[config.mk]
export PLATFORM = sky130hd
export DESIGN_NAME = uart_rx_buffered
export DESIGN_NICKNAME = d
export VERILOG_FILES = /design/src/rtl/uart_rx_buffered_pkg.sv /design/src/rtl/uart_rx_buffered_fifo.sv /design/src/rtl/uart_rx_buffered.sv
export SDC_FILE = /design/constraint.sdc
export NUM_CORES = 1
export LEC_CHECK = 0
export ABC_AREA = 1
export CAP_MARGIN = 15
export CORE_UTILIZATION = 30
export CTS_CLUSTER_DIAMETER = 100
export DETAILED_ROUTE_END_ITERATION = 6
export PLACE_DENSITY = 0.52
export SLEW_MARGIN = 10
export SYNTH_ARGS = -nofsm -noshare
export SYNTH_HDL_FRONTEND = slang
export SYNTH_SLANG_ARGS = --single-unit
export TNS_END_PERCENT = 50
[constraint.sdc]
create_clock -name clk -period 2.16 [get_ports clk]
set_input_delay 0.324 -clock clk [delete_from_list [all_inputs] [get_ports clk]]
set_output_delay 0.324 -clock clk [all_outputs]
set_load 0.005 [all_outputs]
[src/rtl/uart_rx_buffered_pkg.sv]
// uart_rx_buffered_pkg: deframer states, frame width, GPIO port indices and baud divider helper.
package uart_rx_buffered_pkg;
    typedef enum logic [1:0] {IDLE, START, DATA, STOP} rx_state_t;
    localparam int FRAME_BITS = 8;
    localparam int GPIO_RX_BYTE_PORT = 4;
    localparam int GPIO_RX_VALID_PORT = 5;
    function automatic int calc_div(input int clk_freq, input int baud, input int os);
        return (clk_freq + baud * os / 2) / (baud * os);
    endfunction
endpackage

[src/rtl/uart_rx_buffered_fifo.sv]
// uart_rx_fifo: synchronous show-ahead FIFO with count-based full/empty.
module uart_rx_fifo #(
    parameter int DEPTH = 4,
    parameter int W = 8
) (
    input  logic                         clk,
    input  logic                         rst_n,
    input  logic                         push,
    input  logic [W-1:0]                 din,
    input  logic                         pop,
    output logic [W-1:0]                 dout,
    output logic [$clog2(DEPTH+1)-1:0]   count,
    output logic                         full,
    output logic                         empty
);
    localparam int AW = $clog2(DEPTH);
    localparam int CW = $clog2(DEPTH + 1);
    logic [W-1:0] mem [DEPTH];
    logic [AW-1:0] wptr, rptr;
    logic do_push, do_pop;
    assign empty = count == '0;
    assign full = count == CW'(DEPTH);
    assign do_pop = pop & ~empty;
    // a pop in the same cycle frees the slot, so a push on full still lands
    assign do_push = push & (~full | do_pop);
    assign dout = empty ? '0 : mem[rptr];
    always_ff @(posedge clk)
        if (do_push) mem[wptr] <= din;
    always_ff @(posedge clk) begin
        if (!rst_n) begin
            wptr <= '0;
            rptr <= '0;
            count <= '0;
        end else begin
            if (do_push) wptr <= wptr + 1'b1;
            if (do_pop) rptr <= rptr + 1'b1;
            count <= count + CW'(do_push) - CW'(do_pop);
        end
    end
endmodule

[src/rtl/uart_rx_buffered.sv]
// uart_rx_buffered: oversampling 8N1 receiver feeding a show-ahead FIFO, with sticky error flags.
module uart_rx_buffered
    import uart_rx_buffered_pkg::*;
#(
    parameter int CLK_FREQ = 100_000_000,
    parameter int BAUD = 115_200,
    parameter int OVERSAMPLE = 16,
    parameter int FIFO_DEPTH = 4
) (
    input  logic                              clk,
    input  logic                              rst_n,
    input  logic                              uart_txd_in,
    input  logic                              rx_pop,
    input  logic                              err_clr,
    output logic [FRAME_BITS-1:0]             rx_byte,
    output logic                              rx_valid,
    output logic [$clog2(FIFO_DEPTH+1)-1:0]   rx_count,
    output logic                              frame_err,
    output logic                              overrun,
    output logic                              busy
);
    localparam int DIV = calc_div(CLK_FREQ, BAUD, OVERSAMPLE);
    localparam int DW = DIV > 1 ? $clog2(DIV) : 1;
    localparam int SW = $clog2(OVERSAMPLE);
    logic [1:0] sync;
    logic rxs, rxs_q, tick, mid_start, bit_end, push, frame_evt, full, empty, ovf_evt;
    logic [DW-1:0] div_cnt;
    logic [SW-1:0] smp_cnt;
    logic [2:0] bit_idx;
    logic [FRAME_BITS-1:0] shreg;
    rx_state_t state;
    assign rxs = sync[1];
    assign tick = div_cnt == DW'(DIV - 1);
    assign mid_start = smp_cnt == SW'(OVERSAMPLE / 2 - 1);
    assign bit_end = smp_cnt == SW'(OVERSAMPLE - 1);
    assign push = state == STOP && tick && bit_end && rxs;
    assign frame_evt = state == STOP && tick && bit_end && !rxs;
    assign ovf_evt = push & full & ~rx_pop;
    assign busy = state != IDLE;
    assign rx_valid = ~empty;
    always_ff @(posedge clk) begin
        if (!rst_n) begin
            sync <= 2'b11;
            rxs_q <= 1'b1;
            div_cnt <= '0;
            state <= IDLE;
            smp_cnt <= '0;
            bit_idx <= '0;
            shreg <= '0;
            frame_err <= 1'b0;
            overrun <= 1'b0;
        end else begin
            sync <= {sync[0], uart_txd_in};
            rxs_q <= rxs;
            div_cnt <= tick ? '0 : div_cnt + 1'b1;
            frame_err <= frame_evt | (frame_err & ~err_clr);
            overrun <= ovf_evt | (overrun & ~err_clr);
            case (state)
                IDLE: if (rxs_q && !rxs) begin
                    smp_cnt <= '0;
                    state <= START;
                end
                START: if (tick) begin
                    smp_cnt <= mid_start ? '0 : smp_cnt + 1'b1;
                    bit_idx <= '0;
                    if (mid_start) state <= rxs ? IDLE : DATA;
                end
                DATA: if (tick) begin
                    smp_cnt <= bit_end ? '0 : smp_cnt + 1'b1;
                    if (bit_end) begin
                        shreg <= {rxs, shreg[FRAME_BITS-1:1]};
                        bit_idx <= bit_idx + 1'b1;
                        if (bit_idx == 3'd7) state <= STOP;
                    end
                end
                STOP: if (tick) begin
                    smp_cnt <= bit_end ? '0 : smp_cnt + 1'b1;
                    if (bit_end) state <= IDLE;
                end
            endcase
        end
    end
    uart_rx_fifo #(.DEPTH(FIFO_DEPTH), .W(FRAME_BITS)) u_fifo (
        .clk(clk),
        .rst_n(rst_n),
        .push(push),
        .din(shreg),
        .pop(rx_pop),
        .dout(rx_byte),
        .count(rx_count),
        .full(full),
        .empty(empty)
    );
endmodule
# Word level (Yosys, flattened, before mapping)
# Memory sizes are Yosys's and may differ from the RTL's. A register that Yosys moved wholly into a read port is not among the register bits.
# Index checks and enable logic that the tools add are counted.
# op_classes
bitwise,14
n_mux,25
n_reduce_logical,16
eq_ne,17
n_addsub,7
# ops
operator,count
2-bit two-way mux,11
4-bit two-way mux,5
"2-bit inequality test, second input constant",8
4-bit case mux with 3 select lines,1
3-bit two-way mux,3
8-bit two-way mux,1
2-bit case mux with 4 select lines,1
8-bit AND reduction,1
"6-bit by 1-bit adder with 6-bit output, second input constant",1
1-bit bitwise AND,6
"3-bit equality test, second input constant",2
"6-bit equality test, second input constant",1
3-bit case mux with 2 select lines,1
3-bit AND reduction,2
1-bit logical AND,5
1-bit NOT,5
"2-bit by 1-bit adder with 2-bit output, second input constant",2
"4-bit by 1-bit adder with 4-bit output, second input constant",1
"2-bit equality test, second input constant",2
"4-bit by 3-bit equality test with 1-bit output, second input constant",1
"4-bit equality test, second input constant",1
4-bit AND reduction,1
2-bit nonzero test,2
2-bit OR reduction,2
10 further kinds,13
# word_totals
ramBits,32
mem_count,1
regBits,35
# memory_table
memory,depth,word_bits,read_ports,rd_clocked_by_memory_dff,wr,line_no,text
u_fifo.mem,4,8,1,1,1,uart_rx_buffered_fifo.sv:18,logic [W-1:0] mem [DEPTH];

# Logic depth before layout (Yosys ltp)
# logic_depth
ltp_word,7
mapped_depth,10
depth_no_buf,10

# Hierarchy
# From an unflattened synthesis, not the netlist that was laid out.
# hier_totals
hier_cells,353
hier_area_um2,3138.0
# modules_own_cells
mod,area_each_um2,instances,cells_per_inst,seq_area_each_um2
uart_rx_fifo,1825.5,1,163,1141.1
uart_rx_buffered,1312.5,1,190,560.5

# Worst setup path before layout
# No wires, ideal clock.
# synth_path
path_type,register to register
startpoint,reg u_fifo.count[2]
endpoint,reg u_fifo.count[2]
period_less_slack_ns,2.006
setup_time_ns,0.129
t_arrival_ns,1.877
path_slack_ns,0.154
stages_incl_launch_ff,9
n_path_buf,0
t_required_ns,2.031
path_cell_list,dfxtp_1 -> nor3_4 -> nor2_2 -> ha_1 -> inv_1 -> ha_1 -> fa_1 -> xnor2_1 -> nor2_1
# synth_between
elab_chain_len,7
elab_cells_between_ends,9
classes_between,2 x add/sub; 1 x eq/ne; 5 x bitwise; 1 x reduce/logical
# synth_rtl
element,line_no,text
start: declaration,uart_rx_buffered_fifo.sv:12,"output logic [$clog2(DEPTH+1)-1:0] count,"
start signal: assignment,uart_rx_buffered_fifo.sv:37,count <= count + CW'(do_push) - CW'(do_pop);
3-bit zero test *,uart_rx_buffered_fifo.sv:21,assign empty = count == '0;
1-bit NOT *,uart_rx_buffered_fifo.sv:23,assign do_pop = pop & ~empty;
1-bit bitwise AND *,uart_rx_buffered_fifo.sv:23,
named net u_fifo.do_pop,uart_rx_buffered_fifo.sv:20,"logic do_push, do_pop;"
1-bit OR,uart_rx_buffered_fifo.sv:25,assign do_push = push & (~full | do_pop);
1-bit bitwise AND,uart_rx_buffered_fifo.sv:25,
3-bit by 1-bit adder with 3-bit output,uart_rx_buffered_fifo.sv:37,
3-bit by 1-bit subtractor with 3-bit output *,uart_rx_buffered_fifo.sv:37,
# The timed path passes the listed nets; every way through them passes the cells marked *.
# A chain may end at the register's enable or synchronous reset.

==> metrics.txt <==
Reg power frac=about two fifths; outcome=completed; clock share of power=a little over a third; row cnt=36; I/O Pins=20; Syn. warnings=0; CP Data Required Time=between 1500 and 2000 ps; Final period util=between 90% and 100%; Overflow after GRT=0; switching share of power=27.3%; post-route setup TNS=0 ps; Clock Latency Late Sink=340 ps; Vert. Die Dim=about 100 um; initial antenna violation count=0; Mean Syn Cell Area=a little over 9 um^2; Synth area leaders=edfxtp_1, dfxtp_1, nor2_1; Pwr Density=991 nW/um^2; TritonRoute pass-1 iters=4; Worst Setup Start Kind=flip-flop; maxcap violations=0; synthesized flop and latch total=69; Post-Syn Nets=approximately 340; first-pass GRT wire length=roughly 9.3 mm; clock sink count=69; layout cells sized above 1=12.8%; Initial Utilization=a little under a third; Num CTS Buffers=9; DR vias=2131; Slew HR=approximately four fifths; maximum vdd ir drop=approximately 400 uV; Final GP Congestion=approximately 0.77; first-iteration detailed-routing DRC count=67; hold crit path type=reg2reg; P_leak=about 1.5 nW; fin. max-slew vios=0; core area=around 10000 um^2; setup violators final=0; fmax=~0.48 GHz; unique cell type count in the Yosys netlist=29; vias in the first global route=~2000; Die X=102 um; root buf cell=clkbuf_8; Least-Margin Pin Slew=between 200 and 300 ps; # diodes=0; critical path class=reg2out; Worst-path clk slew=approximately 80 ps; Total GRT Usage=roughly an eighth; post-route antenna net violation count=0; Fin Hold WS=431 ps; maximum clock path buffer count=2; RSZ-0062 raised after global routing=false; Comb power frac=between 20% and 30%; via-per-instance ratio=approximately 4.3; nets@finish=approximately 380; Setup crit end kind=output port; area leader, netlist=edfxtp_1; Pint=around 2.7 mW; WP data arrival=1750 ps; synthesized area=2990 um^2; Psw=about 1000 uW; drc violations=0; die area=between 10000 and 15000 um^2; drt total wl=approximately 5.7 mm; count of input and output buffers=19; Synth top area share=between 30% and 40%; DP HPWL=3.88 mm; CP Max Fanout=8; cell count after synthesis=325; Max H-tree Level=3; post-route clock skew=10.6 ps; sequential-to-total area share from yosys stat=between 50% and 60%; endpoints failing hold=0; final critical-path required period=2070 ps; Area growth syn-to-layout=23.7%; wire per inst=11.4 um; Pwr Total=about 3.7 mW; largest net degree at the start of global routing=18; CTS tree=built
==> cells in the mapped netlist, drive strengths merged <==
cell type	count
or2	2
ha	11
nor3	2
inv	38
edfxtp	32
o21ai	25
xnor2	4
fa	1
nor3b	1
nand3	13
a21oi	27
dfxtp	37
o22ai	1
clkbuf	3
nand4	2
o21a	1
nand2	54
buf	5
nor2	66
==> routing by layer <==
| metal | vias to the layer above | GRT usage, % | share of wire [%] |
|---|---|---|---|
| met5 | - | 0 | 0 |
| met4 | 0 | 3.63 | 0.88 |
| met2 | 23 | 19.3 | 47 |
| met3 | 5 | 3.76 | 3.0 |
| li1 | 1128 | - | - |
| met1 | 975 | 15.0 | 49 |
==> state kept, by name, indices dropped and copies added (netlist names), named ones only <==
| signal | count |
|---|---|
| bit_idx | 3 |
| div_cnt | 6 |
| frame_err | 1 |
| overrun | 1 |
| rxs_q | 1 |
| shreg | 8 |
| smp_cnt | 4 |
| state | 1 |
| sync | 2 |
| u_fifo.count | 3 |
| u_fifo.mem | 32 |
| u_fifo.rptr | 2 |
| u_fifo.wptr | 2 |
==> through the flow <==
stage	area [um^2]	cells	utilization (%)	worst slack [ps]
after CTS	3650	498	37.5	18.9
after global routing	3700	499	38.0	22.0
after detailed placement	3400	482	34.9	22.3
after floorplan	2990	325	-	154
final	3700	499	38.0	90.9
after global placement	3400	482	34.9	63.9
==> cells in the final DEF (no fill, tap or decap), types with 2 or more instances in the layout <==
cell             synthesis  layout
a21oi_1                 26      26
buf_4                    0      12
bufinv_16                0       3
clkbuf_8                 0       9
clkdlybuf4s50_1          0      13
clkinvlp_4               0       2
dfxtp_1                 37      36
dlymetal6s2s_1           0       6
edfxtp_1                32      32
ha_1                    11      11
inv_1                   35      35
inv_2                    3       2
inv_6                    0       2
nand2_1                 52      52
nand3_1                 10      10
nand3_2                  3       3
nand4_1                  2       2
nor2_1                  63      63
nor2_2                   2       2
nor3_4                   2       2
o21ai_0                 24      23
o21ai_1                  1       2
or2_2                    2       2
xnor2_1                  4       4
==> worst max-delay path: stages, from the launching register on <==
cell,delay [ps]
dfxtp_4,380
clkbuf_16,160
nor2_1,50
nor2_1,90
o21ai_0,90
a21oi_1,130
clkdlybuf4s50_1,510
==> final cells by class <==
cell class,instances,area [um^2]
inverters,38,148
well taps,133,166
flip-flops and latches,69,1710
clock buffers,9,124
fillers,1034,6030
multi-input cells,210,1100
clock inverters,7,123
repair buffers,33,335
==> repair_timing <==
action,in CTS,in global routing
pin swaps,0,0
setup endpoints to repair,8,7
gates resized for setup,2,11
hold buffers,0,0
setup buffers,0,0
gates cloned,0,1
==> path summary, 6_finish.rpt <==
kind                            startpoint         endpoint  cells after the start  slack (ps)
worst min register to register     sync[0]          sync[1]                      1         430
worst max-delay path             flip-flop       rx_byte[6]                      6          90
worst min-delay path               sync[0]          sync[1]                      1         430
worst max register to register  smp_cnt[0]  u_fifo.count[1]                      9         220
==> kinds of logic (layout without fill, tap and decap cells) <==
family | after synthesis | after routing | synth area share [%]
AND/OR/NAND/NOR | 140 | 140 | 21.0
flip-flops | 69 | 69 | 56.9
AO/OA/AOI/OAI | 54 | 54 | 9.29
buffers and inverters | 46 | 87 | 6.36
adder cells (fa/ha/maj) | 12 | 12 | 5.27
XOR/XNOR | 4 | 4 | 1.17
==> power groups by stage <==
stage | clock (mW) | combinational, mW | sequential [mW]
6_report | 1.29 | 0.890 | 1.49
5_1_grt | 1.38 | 1.00 | 1.50
4_1_cts | 1.32 | 0.895 | 1.47
3_5_place_dp | 0 | 0.886 | 1.50
3_3_place_gp | 0 | 0.877 | 1.50
2_1_floorplan | 0 | 0.452 | 1.49
No activity file was read; power rests on OpenSTA's default activity.
